[src/rtl/geofence_pkg.sv]
// Shared types and constants for the geofence feeder and its point store.
package geofence_pkg;

    localparam int NPTS  = 6;
    localparam int X_W   = 10;
    localparam int Y_W   = 10;
    localparam int R_W   = 11;
    localparam int IDX_W = 3;

    typedef struct packed {
        logic [X_W-1:0] x;
        logic [Y_W-1:0] y;
        logic [R_W-1:0] r;
    } point_t;

    typedef enum logic [1:0] {
        ST_HOLD,
        ST_STREAM,
        ST_WAIT
    } feed_state_t;

endpackage

[src/rtl/geofence_point_buf.sv]
// Two-slot ping-pong store of 6-point objects with per-slot tag and full flag.
module geofence_point_buf
    import geofence_pkg::*;
#(
    parameter int TAG_W = 8
) (
    input  logic             clk,
    input  logic             rst_n,
    input  logic             wr_valid,
    output logic             wr_ready,
    input  point_t           wr_point,
    input  logic [TAG_W-1:0] wr_tag,
    input  logic [IDX_W-1:0] rd_idx,
    input  logic             rd_release,
    output logic             rd_full,
    output point_t           rd_point,
    output logic [TAG_W-1:0] rd_tag
);

    point_t           mem_q [2][NPTS];
    point_t           mem_d [2][NPTS];
    logic [TAG_W-1:0] tag_q [2];
    logic [TAG_W-1:0] tag_d [2];
    logic [1:0]       full_q, full_d;
    logic             wr_slot_q, wr_slot_d;
    logic             rd_slot_q, rd_slot_d;
    logic [IDX_W-1:0] wr_idx_q, wr_idx_d;
    logic             wr_fire;

    assign wr_ready = !full_q[wr_slot_q];
    assign wr_fire  = wr_valid && wr_ready;
    assign rd_full  = full_q[rd_slot_q];
    assign rd_tag   = tag_q[rd_slot_q];
    assign rd_point = (rd_idx < IDX_W'(NPTS)) ? mem_q[rd_slot_q][rd_idx] : '0;

    // Release frees the slot being read; a completed write marks its slot full and flips slots.
    always_comb begin
        mem_d     = mem_q;
        tag_d     = tag_q;
        full_d    = full_q;
        wr_slot_d = wr_slot_q;
        wr_idx_d  = wr_idx_q;
        rd_slot_d = rd_slot_q;
        if (rd_release) begin
            full_d[rd_slot_q] = 1'b0;
            rd_slot_d         = !rd_slot_q;
        end
        if (wr_fire) begin
            mem_d[wr_slot_q][wr_idx_q] = wr_point;
            if (wr_idx_q == '0) begin
                tag_d[wr_slot_q] = wr_tag;
            end
            if (wr_idx_q == IDX_W'(NPTS - 1)) begin
                full_d[wr_slot_q] = 1'b1;
                wr_slot_d         = !wr_slot_q;
                wr_idx_d          = '0;
            end else begin
                wr_idx_d = wr_idx_q + 1'b1;
            end
        end
    end

    // Point storage needs no reset: only slots flagged full are ever read.
    always_ff @(posedge clk) begin
        mem_q <= mem_d;
    end

    // Control state and tags clear asynchronously so a reset discards everything buffered.
    always_ff @(posedge clk or negedge rst_n) begin
        if (!rst_n) begin
            tag_q     <= '{default: '0};
            full_q    <= '0;
            wr_slot_q <= 1'b0;
            wr_idx_q  <= '0;
            rd_slot_q <= 1'b0;
        end else begin
            tag_q     <= tag_d;
            full_q    <= full_d;
            wr_slot_q <= wr_slot_d;
            wr_idx_q  <= wr_idx_d;
            rd_slot_q <= rd_slot_d;
        end
    end

endmodule

[src/rtl/geofence_feeder.sv]
// Feeds buffered 6-point objects into geofence on its fixed capture schedule and tags its verdicts.
module geofence_feeder
    import geofence_pkg::*;
#(
    parameter int NPTS  = 6,
    parameter int TAG_W = 8
) (
    input  logic             clk,
    input  logic             reset,
    input  logic             in_valid,
    output logic             in_ready,
    input  logic [X_W-1:0]   in_x,
    input  logic [Y_W-1:0]   in_y,
    input  logic [R_W-1:0]   in_r,
    input  logic [TAG_W-1:0] in_tag,
    output logic             gf_reset,
    output logic [X_W-1:0]   gf_x,
    output logic [Y_W-1:0]   gf_y,
    output logic [R_W-1:0]   gf_r,
    input  logic             gf_valid,
    input  logic             gf_is_inside,
    output logic             res_valid,
    output logic             res_inside,
    output logic [TAG_W-1:0] res_tag
);

    feed_state_t      state_q, state_d;
    logic [IDX_W-1:0] cnt_q, cnt_d;
    logic             gf_reset_q, gf_reset_d;
    point_t           bus_q, bus_d;
    logic [TAG_W-1:0] cur_tag_q, cur_tag_d;
    logic             res_valid_q, res_valid_d;
    logic             res_inside_q, res_inside_d;
    logic [TAG_W-1:0] res_tag_q, res_tag_d;

    point_t           in_point;
    logic [IDX_W-1:0] rd_idx;
    logic             rd_release;
    logic             rd_full;
    point_t           rd_point;
    logic [TAG_W-1:0] rd_tag;
    logic             last_point;

    assign in_point   = {in_x, in_y, in_r};
    assign last_point = (cnt_q == IDX_W'(NPTS - 1));

    // While streaming, fetch the point that goes on the bus next; otherwise point 0 is staged.
    assign rd_idx     = (state_q == ST_STREAM && !last_point) ? cnt_q + 1'b1 : '0;
    assign rd_release = (state_q == ST_STREAM) && last_point;

    geofence_point_buf #(
        .TAG_W (TAG_W)
    ) u_buf (
        .clk        (clk),
        .rst_n      (reset),
        .wr_valid   (in_valid),
        .wr_ready   (in_ready),
        .wr_point   (in_point),
        .wr_tag     (in_tag),
        .rd_idx     (rd_idx),
        .rd_release (rd_release),
        .rd_full    (rd_full),
        .rd_point   (rd_point),
        .rd_tag     (rd_tag)
    );

    // Next-state logic: hold geofence in reset until an object is ready, stream it, then await the verdict.
    always_comb begin
        state_d      = state_q;
        cnt_d        = cnt_q;
        gf_reset_d   = gf_reset_q;
        bus_d        = bus_q;
        cur_tag_d    = cur_tag_q;
        res_valid_d  = 1'b0;
        res_inside_d = res_inside_q;
        res_tag_d    = res_tag_q;
        case (state_q)
            ST_HOLD: begin
                gf_reset_d = 1'b1;
                bus_d      = '0;
                if (rd_full) begin
                    gf_reset_d = 1'b0;
                    bus_d      = rd_point;
                    cur_tag_d  = rd_tag;
                    cnt_d      = '0;
                    state_d    = ST_STREAM;
                end
            end
            ST_STREAM: begin
                if (last_point) begin
                    bus_d   = '0;
                    state_d = ST_WAIT;
                end else begin
                    bus_d = rd_point;
                    cnt_d = cnt_q + 1'b1;
                end
            end
            ST_WAIT: begin
                bus_d = '0;
                if (gf_valid) begin
                    res_valid_d  = 1'b1;
                    res_inside_d = gf_is_inside;
                    res_tag_d    = cur_tag_q;
                    if (rd_full) begin
                        bus_d     = rd_point;
                        cur_tag_d = rd_tag;
                        cnt_d     = '0;
                        state_d   = ST_STREAM;
                    end else begin
                        gf_reset_d = 1'b1;
                        state_d    = ST_HOLD;
                    end
                end
            end
            default: begin
                gf_reset_d = 1'b1;
                bus_d      = '0;
                state_d    = ST_HOLD;
            end
        endcase
    end

    // State, bus and result registers; reset drops any pending result and reasserts gf_reset at once.
    always_ff @(posedge clk or negedge reset) begin
        if (!reset) begin
            state_q      <= ST_HOLD;
            cnt_q        <= '0;
            gf_reset_q   <= 1'b1;
            bus_q        <= '0;
            cur_tag_q    <= '0;
            res_valid_q  <= 1'b0;
            res_inside_q <= 1'b0;
            res_tag_q    <= '0;
        end else begin
            state_q      <= state_d;
            cnt_q        <= cnt_d;
            gf_reset_q   <= gf_reset_d;
            bus_q        <= bus_d;
            cur_tag_q    <= cur_tag_d;
            res_valid_q  <= res_valid_d;
            res_inside_q <= res_inside_d;
            res_tag_q    <= res_tag_d;
        end
    end

    assign gf_reset   = gf_reset_q;
    assign gf_x       = bus_q.x;
    assign gf_y       = bus_q.y;
    assign gf_r       = bus_q.r;
    assign res_valid  = res_valid_q;
    assign res_inside = res_inside_q;
    assign res_tag    = res_tag_q;

endmodule

[config.mk]
export PLATFORM = sky130hd
export DESIGN_NAME = geofence_feeder
export DESIGN_NICKNAME = d
export VERILOG_FILES = /design/src/rtl/geofence_pkg.sv /design/src/rtl/geofence_point_buf.sv /design/src/rtl/geofence_feeder.sv
export SDC_FILE = /design/constraint.sdc
export NUM_CORES = 1
export LEC_CHECK = 0
export BUFFER_PORTS_ARGS = -buffer_cell sky130_fd_sc_hd__buf_2
export CAP_MARGIN = 20
export CORE_MARGIN = 2
export CORE_UTILIZATION = 45
export DETAILED_ROUTE_END_ITERATION = 7
export PLACE_DENSITY_LB_ADDON = 0.2
export SLEW_MARGIN = 40
export SYNTH_ARGS = -nofsm -noshare
export SYNTH_HDL_FRONTEND = slang
export SYNTH_SLANG_ARGS = --single-unit
[constraint.sdc]
create_clock -name clk -period 6.15 [get_ports clk]
set_clock_uncertainty 0.1 [all_clocks]
set_input_delay 0.9225 -clock clk [delete_from_list [all_inputs] [get_ports clk]]
set_output_delay 0.9225 -clock clk [all_outputs]
set_load 0.02 [all_outputs]
# After elaboration in Yosys (flattened, before gate mapping)
# Index checks and enable logic that the tools add are counted.
# totals
reg_bits,450
latch_bits,0
mem_bits_rw,0
romBits,0
input_bits,44
output_inout_bits,43
elab_cells,157
memories,0
# op_classes
n_addsub,2
multipliers,0
div_mod_pow,0
magnitude_cmp,11
eq_ne,9
shifts,0
mux,53
n_bitwise,8
reduce_logical,22
# op_table
op,count
186-bit 2-to-1 mux,4
372-bit bitwise mux,1
31-bit 2-to-1 mux,7
186-bit demux with 1-bit select,1
31-bit binary-select mux with 3-bit select,1
31-bit demux with 3-bit select,1
31-bit case mux with 3 select lines,1
8-bit 2-to-1 mux,6
16-bit bitwise mux,1
8-bit case mux with 2 select lines,1
3-bit 2-to-1 mux,5
1-bit 2-to-1 mux,12
2-bit 2-to-1 mux,6
"2-bit != test, second input constant",5
3-bit case mux with 3 select lines,1
3-bit AND reduction,3
8-bit demux with 1-bit select,1
"4-bit >= comparator, second input constant",2
3-bit inverter with 4-bit output,2
2-bit AND reduction,4
1-bit logical AND,7
"3-bit by 1-bit adder with 3-bit output, second input constant",2
"3-bit equality test, second input constant",2
2-bit case mux with 3 select lines,1
other kinds (20),28

# Logic depth before layout (Yosys ltp)
# Gate-level depths: netlist of run 1.
# depth
depth_word,12
depth_mapped,8
depth_no_buf,6

# Cells and area by module
# From an unflattened synthesis of run 1, not the netlist that was laid out.
# unflattened
hier_cells,816
hier_area_um2,17116.4
# modules_own_cells
module,n_inst,cells_each,area_each_um2,seq_area_each_um2
geofence_point_buf,1,682,15104.5,11746.3
geofence_feeder,1,134,2011.9,1377.6

# Worst setup path after synthesis of run 1
# OpenSTA, ideal clock, no wires.
# synth_path
path_type,reg-to-reg
startpoint,reg u_buf.wr_slot_q
endpoint,reg u_buf.mem_q[186] (netlist bit) (enable)
setup_time_ps,460
arrival_ps,3519
required_time_ps,5590
setup_slack_ps,2070
path_stages_with_launch,5
path_buffers,1
synth_period_minus_slack_ps,4080
path_cell_list,dfrtp_1 buf_6 mux2i_1 nand3_1 nor3_1
# synth_via
elab_chain_cells,4
# synth_lines
element,line,text
"start, declared",geofence_point_buf.sv:25,"logic wr_slot_q, wr_slot_d;"
"start signal, assigned",geofence_point_buf.sv:79,wr_slot_q <= wr_slot_d;
1-bit 2-to-1 mux (not written as such) (2 in a row),geofence_point_buf.sv:30,assign wr_ready = !full_q[wr_slot_q];
1-bit logical NOT,geofence_point_buf.sv:30,
net in_ready,geofence_feeder.sv:11,"output logic in_ready,"
1-bit logical AND,geofence_point_buf.sv:31,assign wr_fire = wr_valid && wr_ready;
"end signal, assigned",geofence_point_buf.sv:65,mem_q <= mem_d;
"end, declared",geofence_point_buf.sv:20,point_t mem_q [2][NPTS];
# The timed path passes the listed nets, and every way through them passes these cells. The select of a mux whose other input is x is not followed.
# A chain may end at the register's enable or synchronous reset.

==> implementation parameters, run 1 <==
Parameter                              Value

Clock network
  Insertion delay of the later-clocked pin in the worst-skew pair    0.57 ns
  Clock Pin Slew Worst Setup and Hold Paths    0.06 ns
  Clock tree root buffer cell    sky130_fd_sc_hd__clkbuf_16
  Sinks on Clock Net    450
  Buffer levels on the longest clock path    3
  CTS Hold Bufs    0
  Cts bufs inserted    47
  # H-tree levels    2
  Resized cells post-CTS    0
  Number of buffers inserted to repair setup after CTS    0
  Clock tree from TritonCTS    yes

Worst setup path
  Reg-to-reg critical path startpoint    state_q[0]
  Worst endpoint required time    6.44 ns
  Most frequent CP cell    sky130_fd_sc_hd__buf_8
  Worst reg-to-reg setup slack    3.21 ns
  Buf/Inv on CP    3
  Levels on crit path    6
  Reg-to-reg critical path endpoint    gf_r[1]
  Slowest-stage cell, CP    sky130_fd_sc_hd__o21a_1
  CP Data Arrival Time    3.23 ns
  Critical path endpoint category    flip-flop
  Top delay family on crit path    buffers and inverters
  Cells traversed along the worst timing path    nor2b_4 -> buf_8 -> buf_8 -> buf_4 -> o21a_1 -> a221oi_1
  Maximum fanout count along the critical path    44
  Startpoint of the most critical setup path    state_q[0]
  Number of cell instances on the worst register-to-register path    6
  Worst Setup Start Kind    flip-flop
  End point of the critical path    gf_r[1]
  Largest stage delay on the critical path    0.72 ns
  Critical path start-end classification    reg2reg

Routing
  WL/cell    23.9 um
  ANT nets after route    0
  Total Routed Length    44000 um
  Initial DRC count    661
  First-pass iteration count of the detailed router    7
  Via density per instance    5.88
  Total via count after detailed routing    10800
  Residual DRC count    0

Logic synthesis
  Fraction of post-synthesis cell area in the top cell type by area    60.9%
  Sequential-to-total area share from yosys stat    71.6%
  Cell Area, Synth    18300 um2
  Dominant cells by area after synthesis    sky130_fd_sc_hd__edfxtp_1 (61%), sky130_fd_sc_hd__dfrtp_1 (11%), sky130_fd_sc_hd__mux2i_1 (8.5%)
  Number of nets produced by synthesis    1257
  Async set or reset register ratio after synthesis    17.3%
  Leading register cell type out of synthesis    sky130_fd_sc_hd__edfxtp_1
  Post-synthesis sequential element count    450
  Cell type with the highest aggregate area in the netlist    sky130_fd_sc_hd__edfxtp_1
  EDFF count, synth    372
  Distinct cell type count after synthesis    54
  Mean cell area of the mapped netlist    15.1 um2
  Synth warn    0
  Cells after Synth    1211

Finish
  Antenna diode count    0
  Most frequent cells in the layout    sky130_fd_sc_hd__edfxtp_1 (372), sky130_fd_sc_hd__mux2i_1 (155), sky130_fd_sc_hd__o21ai_0 (92)
  Nets@finish    1320
  Fraction of layout cells with a size suffix above 1    18.3%
  Most frequent standard cell in the layout excluding fill and tap cells    sky130_fd_sc_hd__edfxtp_1
  Area added between synthesis and finish    13.3%
  Final core utilization    51.9%

STA
  RSZ-0062 raised after global routing    false
  Max-slew violation count    0
  Number of hold violations in the final report    0
  Final critical-path required period    2.94 ns
  Setup TNS after final layout    0 ns
  Highest clock rate    340 MHz
  Endpoints failing setup    0
  Slew at the pin closest to its max-slew limit    0.852 ns
  Worst rel slew slack    43.2%
  Worst hold slack    0.210 ns
  Final period util    47.8%

Floorplanning
  Floorplan row count    73
  Initial Utilization    45.8%
  Total Die Area    42400 um2
  Die Width    206 um
  Core area    40000 um2
  IO Pins    87
  Die height    206 um

Worst hold path
  Worst min-delay path class    in2async

Pwr
  Peak VDD IR    0.000261 V
  Leakage power    0.00721 uW
  Pwr/cell area    484 nW/um2
  Post-route total power    10100 uW

Placement
  Routability Congestion    0.721
  Detail Placement HPWL    22000 um
  Port-buffer cells    86

Run
  Max_cap viols    0

GRT
  Overflow after GRT    0
  Via count of the first global-routing pass    10800
  GRT Total Usage    21.0%
  Global-route wire length before repair    65900 um
  Initial antenna violation count    1
  Maximum number of pins on one net before global-route repair    96

Run status
  Run status    complete, no violations
==> state kept, by name, summed over array words and instances, names as in the netlist <==
| register | cells |
|---|---|
| u_buf.full_q | 2 |
| gf_y | 10 |
| gf_r | 11 |
| u_buf.mem_q | 372 |
| res_inside | 1 |
| cur_tag_q | 8 |
| cnt_q | 3 |
| res_valid | 1 |
| u_buf.wr_idx_q | 3 |
| gf_reset | 1 |
| gf_x | 10 |
| u_buf.tag_q | 16 |
| res_tag | 8 |
| u_buf.rd_slot_q | 1 |
| state_q | 2 |
| u_buf.wr_slot_q | 1 |
==> Yosys cell counts (4+ instances only) <==
| library cell | n |
|---|---|
| sky130_fd_sc_hd__clkbuf_1 | 44 |
| sky130_fd_sc_hd__inv_1 | 4 |
| sky130_fd_sc_hd__nand2b_1 | 32 |
| sky130_fd_sc_hd__a221oi_1 | 11 |
| sky130_fd_sc_hd__a21o_1 | 4 |
| sky130_fd_sc_hd__buf_6 | 7 |
| sky130_fd_sc_hd__dfrtp_1 | 77 |
| sky130_fd_sc_hd__a31oi_1 | 75 |
| sky130_fd_sc_hd__nor2_1 | 30 |
| sky130_fd_sc_hd__a32oi_1 | 14 |
| sky130_fd_sc_hd__buf_2 | 42 |
| sky130_fd_sc_hd__o21ai_0 | 92 |
| sky130_fd_sc_hd__nor3_1 | 5 |
| sky130_fd_sc_hd__o31ai_1 | 12 |
| sky130_fd_sc_hd__a2111oi_0 | 12 |
| sky130_fd_sc_hd__nand2_1 | 61 |
| sky130_fd_sc_hd__nand4_1 | 11 |
| sky130_fd_sc_hd__mux2i_1 | 155 |
| sky130_fd_sc_hd__a21oi_1 | 19 |
| sky130_fd_sc_hd__nor4_1 | 56 |
| sky130_fd_sc_hd__edfxtp_1 | 372 |
| sky130_fd_sc_hd__mux2_2 | 28 |
==> layer usage <==
metal  GRT usage (%)  share of wire, %
met1            28.0                43
met2            35.9                50
met3            2.95               4.9
met4            6.63               2.0
met5               0             0.036
==> worst min-delay path by stage <==
stage,start,endpoint,depth (start not counted)
2_1_floorplan,cur_tag_q[0],res_tag[0],2
3_3_place_gp,cur_tag_q[1],res_tag[1],2
3_5_place_dp,cur_tag_q[1],res_tag[1],2
4_1_cts,reset,gf_y[5],1
5_1_grt,reset,gf_y[0],1
6_report,reset,gf_y[0],1
==> kinds of logic after synthesis <==
group / count (synthesis) / synth area share [%]
flops: 450 / 71.6
compound gates: 250 / 8.66
simple gates: 217 / 6.27
mux: 186 / 10.5
buf+inv: 104 / 2.76
xor+xnor: 2 / 0.0956
fa+ha+maj: 2 / 0.137
==> area by class of cell <==
| cell class | count | area [um2] |
|---|---|---|
| Timing Repair Buffer | 112 | 697 |
| Fill cell | 3397 | 19200 |
| Sequential cell | 450 | 13100 |
| Inverter | 6 | 27.5 |
| Clock buffer | 64 | 1260 |
| Clock inverter | 24 | 203 |
| Multi-Input combinational cell | 657 | 4790 |
| Tap cell | 525 | 657 |
==> through the flow <==
step / setup slack (ns) / area (um2) / instances
after floorplan: 2.07 / 18300 / 1211
after global placement: 2.88 / 19200 / 1745
after detailed placement: 3.12 / 19300 / 1750
after CTS: 3.23 / 20800 / 1838
after global routing: 2.92 / 20800 / 1838
final: 3.21 / 20800 / 1838
==> power breakdown <==
part           switching (uW)  internal (uW)  total, uW  leakage (uW)
Combinational            2180           1150       3330       0.00217
Sequential                248           3780       4020       0.00433
Clock                    1140           1560       2710      0.000714
(Power assumes the default switching activity.)
==> run 2, diff against run 1 <==
--- a/config.mk
+++ b/config.mk
@@ -5,6 +5,7 @@
 export SDC_FILE = /design/constraint.sdc
 export NUM_CORES = 1
 export LEC_CHECK = 0
+export ABC_AREA = 1
 export BUFFER_PORTS_ARGS = -buffer_cell sky130_fd_sc_hd__buf_2
 export CAP_MARGIN = 20
 export CORE_MARGIN = 2
==> constraint.sdc (replaced) <==
create_clock -name clk -period 2.6 [get_ports clk]
set_clock_uncertainty 0.1 [all_clocks]
set_input_delay 0.39 -clock clk [delete_from_list [all_inputs] [get_ports clk]]
set_output_delay 0.39 -clock clk [all_outputs]
set_load 0.02 [all_outputs]
==> implementation parameters, run 2 <==
Parameter                              Value

Pwr
  Switching share of power    38.1%
  Part of the total power dissipated in sequential elements    37.3%
  Leakage power    0.00817 uW
  Pwr/cell area    1190 nW/um2
  Comb pwr share    37.1%
  Part of the total power dissipated in the clock network    25.6%
  Peak VDD IR    0.000633 V
  Switch Pwr    9480 uW
  Internal Dissipation    15400 uW
  Post-route total power    24900 uW

Worst setup path
  Worst endpoint required time    2.79 ns
  Cells traversed along the worst timing path    inv_1 -> nand2_1 -> o21ai_1 -> nand2_1 -> nor2_1 -> nand3_1 -> nor2_4 -> buf_12
  CP Data Arrival Time    2.54 ns
  Slowest-stage cell, CP    sky130_fd_sc_hd__nor2_4
  Maximum fanout count along the critical path    12
  Largest stage delay on the critical path    0.47 ns
  Critical path endpoint category    flip-flop
  Worst Setup Start Kind    flip-flop
  Most frequent CP cell    sky130_fd_sc_hd__nand2_1
  Critical path start-end classification    reg2reg

Routing
  ANT nets after route    0
  Initial DRC count    984
  Total Routed Length    42200 um
  First-pass iteration count of the detailed router    6
  WL/cell    19.0 um
  Via density per instance    5.14
  Total via count after detailed routing    11400
  Residual DRC count    0

STA
  Final period util    90.5%
  Worst rel slew slack    56.2%
  Worst hold slack    0.0307 ns
  Max-slew violation count    0
  Setup TNS after final layout    0 ns
  RSZ-0062 raised after global routing    false
  Endpoints failing setup    0
  Slew at the pin closest to its max-slew limit    0.656 ns
  Number of hold violations in the final report    0
  Highest clock rate    425 MHz
  Final critical-path required period    2.35 ns

Run status
  Run status    complete, no violations

Logic synthesis
  Synth warn    0
  Number of nets produced by synthesis    1592
  Cell Area, Synth    18000 um2
  EDFF count, synth    372
  Fraction of post-synthesis cell area in the top cell type by area    61.9%
  Post-synthesis sequential element count    450
  Most frequent cell after synthesis    sky130_fd_sc_hd__edfxtp_1
  Commonest cells in the netlist    sky130_fd_sc_hd__edfxtp_1 (372), sky130_fd_sc_hd__nand2_1 (364), sky130_fd_sc_hd__nor2_1 (230)
  Sequential-to-total area share from yosys stat    72.8%
  Dominant cells by area after synthesis    sky130_fd_sc_hd__edfxtp_1 (62%), sky130_fd_sc_hd__dfrtp_1 (11%), sky130_fd_sc_hd__nand2_1 (7.6%)
  Cells after Synth    1546
  Mean cell area of the mapped netlist    11.7 um2
  Async set or reset register ratio after synthesis    17.3%
  Cell type with the highest aggregate area in the netlist    sky130_fd_sc_hd__edfxtp_1
  Distinct cell type count after synthesis    39
  Leading register cell type out of synthesis    sky130_fd_sc_hd__edfxtp_1

GRT
  Maximum number of pins on one net before global-route repair    86
  Via count of the first global-routing pass    11000
  Initial antenna violation count    0
  Overflow after GRT    0
  GRT Total Usage    20.8%
  Global-route wire length before repair    65300 um

Finish
  Flip-flop count of the largest register after layout    372
  Area of combinational cells with multiple inputs    4270 um2
  Sequential cell area    13100 um2
  Register with the most flip-flops    u_buf.mem_q
  Area added between synthesis and finish    16.3%
  Fraction of layout cells with a size suffix above 1    14.6%
  Most frequent cells in the layout    sky130_fd_sc_hd__edfxtp_1 (372), sky130_fd_sc_hd__nand2_1 (364), sky130_fd_sc_hd__nor2_1 (220)
  Fin area    21000 um2
  Final core utilization    52.9%
  Number of filler instances in the final layout    3451
  Nets@finish    1708
  Most frequent standard cell in the layout excluding fill and tap cells    sky130_fd_sc_hd__edfxtp_1
  Antenna diode count    0

Floorplanning
  Die Width    204 um
  Die height    204 um
  Total Die Area    41700 um2
  Initial Utilization    45.5%
  IO Pins    87
  Core area    39600 um2
  Floorplan row count    73

Clock network
  Clock tree root buffer cell    sky130_fd_sc_hd__clkbuf_16
  Clock Pin Slew Worst Setup and Hold Paths    0.06 ns
  Buffer levels on the longest clock path    3
  Sinks on Clock Net    450
  Cts bufs inserted    47
  # H-tree levels    2
  Number of buffers inserted to repair setup after CTS    0
  Insertion delay of the later-clocked pin in the worst-skew pair    0.59 ns
  Clock tree from TritonCTS    yes

Worst hold path
  Worst min-delay path class    in2reg

Placement
  Port-buffer cells    86
  Instance area after placement    19400 um2
  Routability Congestion    0.786
  Detail Placement HPWL    23500 um

Run
  Max_cap viols    0
[run 2: timing repair]
item                      CTS  global route
gates resized for setup     0             0
hold endpoints to repair   54             0
hold buffers               11             0
[run 2: worst paths after layout]
path                                  from              end  slack, ns  depth (start not counted)
max                        u_buf.full_q[1]  u_buf.mem_q[85]       0.25                          8
min                                in_y[6]  u_buf.mem_q[48]       0.03                          1
max reg2reg                u_buf.full_q[1]  u_buf.mem_q[85]       0.25                          8
min reg2reg                   cur_tag_q[0]       res_tag[0]       0.37                          2
max in group asynchronous            reset          gf_x[4]       1.46                          3
min in group asynchronous            reset          gf_y[9]       0.27                          2
[run 2: critical path: cells and delay by family (launching register included)]
kind	cells	cell delay [ns]
AND/OR/NAND/NOR	5	1.19
flip-flops	1	0.37
buffers and inverters	2	0.29
AO/OA/AOI/OAI	1	0.10
[run 2: layout make-up]
class                           count  share of cell area, %
Sequential cell                   450                   62.6
Inverter                           77                   1.49
Timing Repair Buffer              144                   5.58
Clock inverter                     25                  0.853
Multi-Input combinational cell    942                   20.3
Tap cell                          525                   3.13
Clock buffer                       62                   6.02
[run 2: kinds of logic after synthesis]
group	after synthesis	synth area share, %
fa+ha+maj	2	0.139
flops	450	72.8
buf+inv	154	3.98
xor+xnor	2	0.0972
simple gates	752	17.5
compound gates	186	5.54
[run 2: power by group through the flow]
stage          clock, uW  sequential [uW]  combinational, uW
2_1_floorplan          0             9660               5930
3_3_place_gp           0             9400               9170
3_5_place_dp           0             9420               9260
4_1_cts             6490             9280               9320
5_1_grt             6780             9370              10300
6_report            6360             9270               9230
[run 2: routing by layer]
layer,GRT usage (%),part of all wire (%),vias to the layer above
met4,5.69,2.2,0
met1,29.4,45,5567
met2,32.9,47,321
met5,0,0,-
met3,4.13,5.8,65
li1,-,-,5493
[run 2: through the flow]
| stage | worst slack (ns) | cells |
|---|---|---|
| final | 0.247 | 2225 |
| after global routing | 0.0681 | 2225 |
| after CTS | 0.251 | 2225 |
| after detailed placement | 0.293 | 2127 |
| after global placement | 0.340 | 2127 |
| after floorplan | -0.129 | 1546 |
==> run 3, diff against run 2 <==
==> constraint.sdc (replaced) <==
create_clock -name clk -period 2.6 [get_ports clk]
set_clock_uncertainty 0.1 [all_clocks]
set_input_delay 0.52 -clock clk [delete_from_list [all_inputs] [get_ports clk]]
set_output_delay 0.52 -clock clk [all_outputs]
set_load 0.02 [all_outputs]
==> implementation parameters, run 3 (synthesis results as in run 2) <==
Parameter                              Value

Floorplanning
  Initial Utilization    45.5%
  Core area    39600 um2
  Total Die Area    41700 um2
  Die height    204 um
  Floorplan row count    73
  Die Width    204 um
  IO Pins    87

STA
  Slew at the pin closest to its max-slew limit    0.646 ns
  Max-slew violation count    0
  Final period util    86.0%
  Number of hold violations in the final report    0
  Worst rel slew slack    56.9%
  Final critical-path required period    2.23 ns
  Highest clock rate    447 MHz
  Setup TNS after final layout    0 ns
  RSZ-0062 raised after global routing    false
  Endpoints failing setup    0

Finish
  Area added between synthesis and finish    15.1%
  Antenna diode count    0
  Final core utilization    52.4%
  Most frequent cells in the layout    sky130_fd_sc_hd__edfxtp_1 (372), sky130_fd_sc_hd__nand2_1 (364), sky130_fd_sc_hd__nor2_1 (220)
  Flip-flop count of the largest register after layout    372
  Area of combinational cells with multiple inputs    4270 um2
  Fraction of layout cells with a size suffix above 1    14.5%
  Most frequent standard cell in the layout excluding fill and tap cells    sky130_fd_sc_hd__edfxtp_1
  Register with the most flip-flops    u_buf.mem_q
  Nets@finish    1697
  Sequential cell area    13100 um2
  Number of filler instances in the final layout    3421

GRT
  Initial antenna violation count    1
  Via count of the first global-routing pass    11000
  Overflow after GRT    0
  GRT Total Usage    20.4%
  Maximum number of pins on one net before global-route repair    84
  Global-route wire length before repair    64700 um

Clock network
  Clock tree root buffer cell    sky130_fd_sc_hd__clkbuf_16
  Resized cells post-CTS    0
  Buffer levels on the longest clock path    3
  Insertion delay of the later-clocked pin in the worst-skew pair    0.56 ns
  Sinks on Clock Net    450
  Number of buffers inserted to repair setup after CTS    0
  # H-tree levels    2
  Cts bufs inserted    46
  Clock Pin Slew Worst Setup and Hold Paths    0.06 ns
  Clock tree from TritonCTS    yes

Worst setup path
  Critical path start-end classification    reg2reg
  Top delay family on crit path    simple AND/OR/NAND/NOR gates
  Critical path endpoint category    flip-flop
  Maximum fanout count along the critical path    14
  Worst endpoint required time    2.99 ns
  Slowest-stage cell, CP    sky130_fd_sc_hd__nor2_4
  Largest stage delay on the critical path    0.47 ns
  Most frequent CP cell    sky130_fd_sc_hd__nand3_1
  Cells traversed along the worst timing path    ha_1 -> nand2_2 -> inv_2 -> nor2_8 -> nand2_4 -> nor2_4 -> nand3_1 -> nand3_1 -> nand2_1 -> inv_1
  CP Data Arrival Time    2.63 ns
  Worst Setup Start Kind    flip-flop
  Buf/Inv on CP    2

Pwr
  Pwr/cell area    1180 nW/um2
  Internal Dissipation    15100 uW
  Switch Pwr    9290 uW
  Comb pwr share    37.1%
  Post-route total power    24400 uW
  Part of the total power dissipated in the clock network    24.8%
  Peak VDD IR    0.000707 V
  Leakage power    0.00807 uW
  Part of the total power dissipated in sequential elements    38.1%
  Switching share of power    38.1%

Placement
  Routability Congestion    0.785
  Port-buffer cells    86
  Detail Placement HPWL    23400 um

Routing
  WL/cell    18.8 um
  Total via count after detailed routing    11300
  ANT nets after route    0
  Residual DRC count    0
  Via density per instance    5.13
  Initial DRC count    1016
  Total Routed Length    41500 um
  First-pass iteration count of the detailed router    5

Run
  Max_cap viols    0

Worst hold path
  Worst min-delay path class    in2reg

Run status
  Run status    complete, no violations
run 3: changes by cell type in the layout (fill, tap and decap cells not counted):
cell and change:
sky130_fd_sc_hd__buf_12 -5, sky130_fd_sc_hd__buf_4 +5, sky130_fd_sc_hd__bufinv_16 -2, sky130_fd_sc_hd__clkbuf_1 +3, sky130_fd_sc_hd__clkbuf_16 -2, sky130_fd_sc_hd__clkbuf_8 +4
sky130_fd_sc_hd__clkinv_1 -2, sky130_fd_sc_hd__clkinv_2 -4, sky130_fd_sc_hd__dlygate4sd3_1 -10, sky130_fd_sc_hd__inv_6 +1
run 3: worst min-delay path: stages:
cell and delay, ns:
sky130_fd_sc_hd__buf_2 0.08, sky130_fd_sc_hd__nand2_1 0.04, sky130_fd_sc_hd__nand2_1 0.05
run 3: power by group through the flow:
stage                     Sequential, uW  Clock [uW]  Combinational, uW
after global routing                9390        6480              10200
after global placement              9440           0               9050
after CTS                           9310        6200               9140
after floorplan                     9660           0               5930
final                               9300        6050               9060
after detailed placement            9450           0               9120
run 3: final cells by class:
cell class                 instances  share of cell area (%)
clock buffer                      67                    6.17
clock inverter                    18                   0.482
inverter                          77                    1.50
multi-input combinational        942                    20.6
sequential                       450                    63.3
tap                              525                    3.17
timing repair buffer             134                    4.86
run 3: stage by stage:
step	hold WS, ns	area (um2)	std cells	setup WS [ns]
final	0.0660	20800	2213	0.365
after global routing	0.0583	20800	2213	0.212
after CTS	0.0396	20800	2213	0.390
after detailed placement	0.360	19400	2127	0.398
after global placement	0.354	19400	2127	0.431
after floorplan	0.124	18100	1546	-0.129
run 3: path summary, 6_finish.rpt:
path,slack [ns],cells past startpoint,start,endpoint
max in group asynchronous,1.28,3,reset,gf_r[6]
worst max register to register,0.37,10,cnt_q[0],gf_r[2]
worst min-delay path,0.07,3,gf_is_inside,res_inside
worst min register to register,0.37,2,gf_reset,gf_reset
worst max-delay path,0.37,10,cnt_q[0],gf_r[2]
min in group asynchronous,0.44,2,reset,gf_x[1]
run 3: per-layer routing:
metal / share of wire, % / track usage [%]
met5: 0.036 / 0
met4: 2.1 / 5.72
met3: 5.4 / 3.30
met2: 47 / 32.5
met1: 46 / 29.3
run 3: what timing repair did:
item	in CTS	in global routing
hold endpoints to repair	36	0
setup endpoints to repair	0	0
hold buffers	1	0
